`config.mk`:
```
export PLATFORM = sky130hd
export DESIGN_NAME = reset_sequencer
export DESIGN_NICKNAME = d
export VERILOG_FILES = /design/src/rtl/reset_sequencer.sv
export SDC_FILE = /design/constraint.sdc
export NUM_CORES = 1
export LEC_CHECK = 0
export ABC_CLOCK_PERIOD_IN_PS = 2600
export BUFFER_PORTS_ARGS = -buffer_cell sky130_fd_sc_hd__buf_2
export CORE_MARGIN = 5
export CORE_UTILIZATION = 56
export DETAILED_ROUTE_END_ITERATION = 12
export HOLD_SLACK_MARGIN = 0.12
export PLACE_DENSITY = 0.79
export SYNTH_ARGS = -nofsm -noshare
export SYNTH_HDL_FRONTEND = slang
export SYNTH_SLANG_ARGS = --single-unit
```
`constraint.sdc`:
```
create_clock -name clock -period 2.6 [get_ports clock]
set_clock_uncertainty 0.15 [all_clocks]
set_input_delay 0.65 -clock clock [delete_from_list [all_inputs] [get_ports clock]]
set_output_delay 0.65 -clock clock [all_outputs]
set_load 0.01 [all_outputs]
```
`src/rtl/reset_sequencer.sv`:
```
// reset_sequencer
//   Receiving end of the board clock/reset pair. Asserts all downstream
//   resets immediately on the raw asynchronous reset, synchronises its
//   release, holds for HOLD_CYCLES, then releases reset_out[0..N-1] in index
//   order, STAGGER cycles apart. A synchronous soft request re-runs the
//   sequence without touching the raw reset path.
// Ports
//   clock            : single clock domain
//   reset            : raw asynchronous active-high reset
//   soft_reset_req   : synchronous re-sequence request, sampled every rising edge
//   reset_out        : per-subsystem active-high resets, thermometer-shaped
//   reset_done       : high once every reset_out bit is low (RUN state)
//   soft_reset_count : number of accepted soft requests, saturating
module reset_sequencer #(
    parameter int SYNC_STAGES = 2,
    parameter int HOLD_CYCLES = 4,
    parameter int NUM_OUTPUTS = 3,
    parameter int STAGGER     = 2,
    parameter int CNT_WIDTH   = 8
) (
    input  logic                   clock,
    input  logic                   reset,
    input  logic                   soft_reset_req,
    output logic [NUM_OUTPUTS-1:0] reset_out,
    output logic                   reset_done,
    output logic [CNT_WIDTH-1:0]   soft_reset_count
);

    localparam int HOLD_W = (HOLD_CYCLES > 1) ? $clog2(HOLD_CYCLES) : 1;
    localparam int STG_W  = (STAGGER > 1) ? $clog2(STAGGER) : 1;
    localparam logic [HOLD_W-1:0] HOLD_LAST = HOLD_W'(HOLD_CYCLES - 1);
    localparam logic [STG_W-1:0]  STG_LAST  = STG_W'(STAGGER - 1);

    typedef enum logic [1:0] {
        S_HOLD,
        S_RELEASE,
        S_RUN
    } state_t;

    state_t                 state_q, state_d;
    logic [SYNC_STAGES-1:0] sync_q, sync_d;
    logic [HOLD_W-1:0]      hold_cnt_q, hold_cnt_d;
    logic [STG_W-1:0]       stg_cnt_q, stg_cnt_d;
    logic [NUM_OUTPUTS-1:0] reset_out_q, reset_out_d;
    logic                   reset_done_q, reset_done_d;
    logic [CNT_WIDTH-1:0]   count_q, count_d;

    logic                   rst_sync;
    logic [NUM_OUTPUTS-1:0] out_next;

    assign rst_sync = sync_q[SYNC_STAGES-1];

    // reset_out is always thermometer-shaped (all-ones, then zeros from the
    // bottom), so releasing the next index is a left shift with zero fill;
    // the sequence is complete when the shift leaves nothing set. This
    // replaces an explicit release index.
    assign out_next = reset_out_q << 1;

    always_comb begin
        sync_d       = {sync_q[SYNC_STAGES-2:0], 1'b0};
        state_d      = state_q;
        hold_cnt_d   = hold_cnt_q;
        stg_cnt_d    = stg_cnt_q;
        reset_out_d  = reset_out_q;
        reset_done_d = reset_done_q;
        count_d      = count_q;

        if (soft_reset_req) begin
            // Accepted in any state; a held request keeps the sequence frozen
            // at its start and counts once per edge.
            state_d      = S_HOLD;
            hold_cnt_d   = '0;
            stg_cnt_d    = '0;
            reset_out_d  = '1;
            reset_done_d = 1'b0;
            if (count_q != '1) begin
                count_d = count_q + CNT_WIDTH'(1);
            end
        end else begin
            case (state_q)
                S_HOLD: begin
                    if (rst_sync) begin
                        hold_cnt_d = '0;
                    end else if (hold_cnt_q == HOLD_LAST) begin
                        reset_out_d = out_next;
                        hold_cnt_d  = '0;
                        stg_cnt_d   = '0;
                        if (out_next == '0) begin
                            reset_done_d = 1'b1;
                            state_d      = S_RUN;
                        end else begin
                            state_d = S_RELEASE;
                        end
                    end else begin
                        hold_cnt_d = hold_cnt_q + HOLD_W'(1);
                    end
                end
                S_RELEASE: begin
                    if (stg_cnt_q == STG_LAST) begin
                        reset_out_d = out_next;
                        stg_cnt_d   = '0;
                        if (out_next == '0) begin
                            reset_done_d = 1'b1;
                            state_d      = S_RUN;
                        end
                    end else begin
                        stg_cnt_d = stg_cnt_q + STG_W'(1);
                    end
                end
                S_RUN: begin
                end
                default: begin
                    state_d = S_HOLD;
                end
            endcase
        end
    end

    always_ff @(posedge clock or posedge reset) begin
        if (reset) begin
            sync_q       <= '1;
            state_q      <= S_HOLD;
            hold_cnt_q   <= '0;
            stg_cnt_q    <= '0;
            reset_out_q  <= '1;
            reset_done_q <= 1'b0;
            count_q      <= '0;
        end else begin
            sync_q       <= sync_d;
            state_q      <= state_d;
            hold_cnt_q   <= hold_cnt_d;
            stg_cnt_q    <= stg_cnt_d;
            reset_out_q  <= reset_out_d;
            reset_done_q <= reset_done_d;
            count_q      <= count_d;
        end
    end

    assign reset_out        = reset_out_q;
    assign reset_done       = reset_done_q;
    assign soft_reset_count = count_q;

endmodule

```
# Yosys cells after proc, flatten, opt, wreduce, memory -nomap -nowiden
# Cells that the tools add are included.
[word_totals]
regBits = 19
latch_bits = 0
mem_bits_rw = 0
mem_bits_ro = 0
inputBits = 3
out_inout_bits = 12
word_cells = 54
n_memories = 0
[classes]
n_addsub = 3
n_mul = 0
div = 0
n_lt_le_gt_ge = 0
n_eq_ne = 9
shift = 0
n_mux = 27
n_bitwise = 0
n_reduce_logical = 8
[op_table]
columns = ["cell", "count"]
rows = [
  ["$mux W2", 10],
  ["$mux W3", 4],
  ["$ne A3 B3 Y1 const B", 4],
  ["$mux W1", 9],
  ["$add A8 B1 Y8 const B", 1],
  ["$ne A8 B8 Y1 const B", 1],
  ["$pmux W2 S3", 1],
  ["$pmux W3 S2", 1],
  ["$reduce_and A5 Y1", 1],
  ["$eq A2 B2 Y1 const B", 2],
  ["$pmux W1 S2", 2],
  ["$reduce_and A4 Y1", 1],
  ["$logic_not A3 Y1", 1],
  ["$reduce_and A3 Y1", 1],
  ["$reduce_bool A3 Y1", 1],
  ["$add A2 B1 Y2 const B", 1],
  ["$eq A2 B1 Y1 const B", 1],
  ["$logic_not A2 Y1", 1],
  ["$ne A2 B2 Y1 const B", 1],
  ["$reduce_and A2 Y1", 1],
  ["$reduce_bool A2 Y1", 1],
  ["$add A1 B1 Y1 const B", 1],
]

# Longest topological paths before layout
[depth]
depth_word = 6
mapped_depth = 5
mapped_depth_nobuf = 5

# Worst setup path before layout
# Ideal clock, no wire load.
[synth_timing]
path_kind = "in2reg"
from = "in soft_reset_req"
to = "reg count_q[7] (netlist: soft_reset_count[7])"
t_arrival_ns = 1.394
path_slack_ns = 0.931
cell_stages = 4
n_path_buf = 0
path_cell_list = "and4_1 > and2_1 > nand4_1 > mux2_2"
[synth_between]
elab_chain_cells = 1
[synth_rtl]
columns = ["element", "line_no", "rtl"]
rows = [
  ["start, declared", "23", "input logic soft_reset_req,"],
  ["$reduce_and A2 Y1 (no source line)", "n/a", ""],
  ["end signal, assigned", "135", "count_q <= count_d;"],
  ["end, declared", "46", "logic [CNT_WIDTH-1:0] count_q, count_d;"],
]
# Every way passes these cells.
# A chain may end at the register's enable or synchronous reset.

# Worst setup path after layout
[layout_timing]
from = "reg reset_out_q[1] (netlist: reset_out[1])"
to = "out reset_out[1]"
[layout_lines]
columns = ["element", "line_no", "rtl"]
rows = [
  ["start, declared", "44", "logic [NUM_OUTPUTS-1:0] reset_out_q, reset_out_d;"],
  ["start signal, assigned", "133", "reset_out_q <= reset_out_d;"],
  ["end, declared", "24", "output logic [NUM_OUTPUTS-1:0] reset_out,"],
]
# No word-level cell between the ends.

==> results.sh <==
export IMPL_maxSlewHeadroom=0.553
export IMPL_place_inst=110
export IMPL_fin_ws_ps=818
export IMPL_crit_buf_inv=1
export IMPL_seq_area_frac_synth=0.557
export IMPL_r2r_slack_ps=950
export IMPL_grt_first_pass_wirelength_um=2730
export IMPL_grt_pass1_vias=644
export IMPL_finalNonFillerCells=114
export IMPL_drc=0
export IMPL_postRouteAntennaNets=0
export IMPL_preCtsSetupSlack_ps=644
export IMPL_clock_sinks=19
export IMPL_routed_via_density=5.48
export IMPL_fin_total_pwr_uw=808
export IMPL_place_congestion=0.727
export IMPL_drive_above_1_share=0.306
export IMPL_vias=625
export IMPL_slowest_delay_ps=570
export IMPL_min_path_type="register to register"
export IMPL_routed_wl_um=1530
export IMPL_grt_total_usage=0.141
export IMPL_worst_setup_path_type="register to primary output"
export IMPL_clk_pin_slew_ps=100
export IMPL_cts_resized_gates=0
export IMPL_syn_cell_area_um2=865
export IMPL_die_y_um=49.3
export IMPL_cp_end_kind="primary output"
export IMPL_cp_required_ps=1800
export IMPL_dr_first_iter_drc_count=12
export IMPL_ir_drop_v=0.000515
export IMPL_leakage_nw=0.471
export IMPL_setup_viol=0
export IMPL_status="complete, no violations"
export IMPL_dp_hpwl_um=1190
export IMPL_startpoint_type="register"
export IMPL_synth_ff_latch_count=19
export IMPL_clock_latency_ps=280
export IMPL_arrival_ps=980
export IMPL_fin_crit_ps=1780
export IMPL_die_width_um=49.3
export IMPL_synth_net_count=86
export IMPL_die_area_um2=2430
export IMPL_numCtsBuffers=3
export IMPL_cp_top_family="flip-flops"
export IMPL_dr_pass1_iters=4
export IMPL_slew_violations=0
export IMPL_rsz0062_at_grt="no"
export IMPL_grt_max_degree=20
export IMPL_setup_tns_ps=0
export IMPL_power_per_cell_area_nw_per_um2=827
export IMPL_worstPathMaxFanout=4
export IMPL_fin_nets=104
export IMPL_area_growth_pct=13.0
export IMPL_crit_chain="buf_2"
export IMPL_initial_core_util=0.581
export IMPL_synth_cell_types=28
export IMPL_slowest_stage="dfstp_2"
export IMPL_cts_buffer_depth=2
export IMPL_cts_tree="done"
export IMPL_htreeDepth=1
export IMPL_hold_viol=0
export IMPL_diodes=0
export IMPL_syn_avg_cell_area_um2=10.7
export IMPL_finalCritPeriodShare=0.685
export IMPL_cap_viol_max_count=0
export IMPL_timing_fmax_mhz=561
export IMPL_grt_overflow=0
export IMPL_cts_root_buf="clkbuf_4"
export IMPL_cts_setup_buffers=0
export IMPL_ys_warn_count=0
export IMPL_worst_slew_pin_slew_ps=670
export IMPL_antenna_found_initial=0
export IMPL_rows=14
export IMPL_avgRoutedWirePerCell_um=13.5
export IMPL_ios=15
export IMPL_core_um2=1490
export IMPL_netlist_instances=81
export IMPL_holdBufCountCts=0
export IMPL_port_buffers=14
layout make-up:
cell class | instances | area, um2
Clock buffer | 4 | 26.3
Inverter | 4 | 15.0
Timing Repair Buffer | 14 | 70.1
Sequential cell | 19 | 482
Multi-Input combinational cell | 57 | 364
Tap cell | 16 | 20.0
Fill cell | 127 | 512
cells by family after synthesis:
kind of cell	synth area share
multiplexers	0.0260
buffers and inverters	0.0217
AO/OA/AOI/OAI	0.126
flip-flops	0.557
AND/OR/NAND/NOR	0.195
XOR/XNOR	0.0405
adder cells (fa/ha/maj)	0.0289
other	0.00434
Yosys cell counts:
library cell  number  area, um2
xor2_1             2       17.5
nand2_1            6       22.5
dfrtp_1           14        350
a21oi_4            1       16.3
mux2_2             2       22.5
nor2b_1            2       12.5
and4_1             1       8.76
conb_1             1       3.75
o21ai_0            4       20.0
nor2_2             1       6.26
nand3_1            2       10.0
inv_1              4       15.0
xnor2_1            2       17.5
a211oi_1           1       7.51
nand3b_1           1       7.51
and4_4             1       11.3
nor2_1             8       30.0
and2_1             1       6.26
nand2b_1           2       12.5
dfstp_2            5        131
nor3_1             1       5.00
and3_2             1       7.51
a21oi_1           10       50.1
or3b_4             2       22.5
nand4_1            1       6.26
clkbuf_1           1       3.75
ha_1               2       25.0
o21bai_1           2       15.0
flip-flops by register name, summed over array words and instances, names as in the netlist:
register,cells
state_q,2
sync_q,2
reset_out,3
stg_cnt_q,1
hold_cnt_q,2
reset_done,1
soft_reset_count,8
final timing paths:
kind | startpoint | to | cells after the start
setup / recovery | reset_out[1] | reset_out[1] | 1
hold / removal | sync_q[0] | sync_q[1] | 0
setup reg to reg | soft_reset_count[0] | soft_reset_count[1] | 5
hold reg to reg | sync_q[0] | sync_q[1] | 0
max in group asynchronous | reset | state_q[1] | 2
min in group asynchronous | reset | soft_reset_count[5] | 2
layer usage:
| layer | wire, um | track usage | share of wire |
|---|---|---|---|
| met1 | 719 | 0.182 | 0.47 |
| met2 | 751 | 0.236 | 0.49 |
| met3 | 51 | 0.0306 | 0.033 |
| met4 | 10 | 0.0359 | 0.0065 |
| met5 | 0 | 0 | 0 |
power breakdown:
group          internal (mW)  switching (mW)
logic                  0.109           0.116
clock network         0.0595          0.0851
registers              0.361          0.0779
through the flow:
stage	util	hold slack, ps	instance area, um2
floorplan	-	195	865
global placement	0.639	196	951
detailed placement	0.639	197	951
CTS	0.656	212	977
global route	0.656	218	977
finish	0.656	212	977
layout by cell type (no fill, tap or decap), drive strengths merged:
cell type and n:
mux2 2, clkbuf 4, dfrtp 14, ha 2, nor2 9, inv 4
and2 1, conb 1, nor3 1, xor2 2, and4 2, nand4 1
nor2b 2, o21ai 4, a21oi 11, xnor2 2, or3b 2, nand3b 1
o21bai 2, nand2 6, nand3 2, a211oi 1, nand2b 2, buf 14
and3 1, dfstp 5
Note: power is estimated with default switching activity, not from simulation.
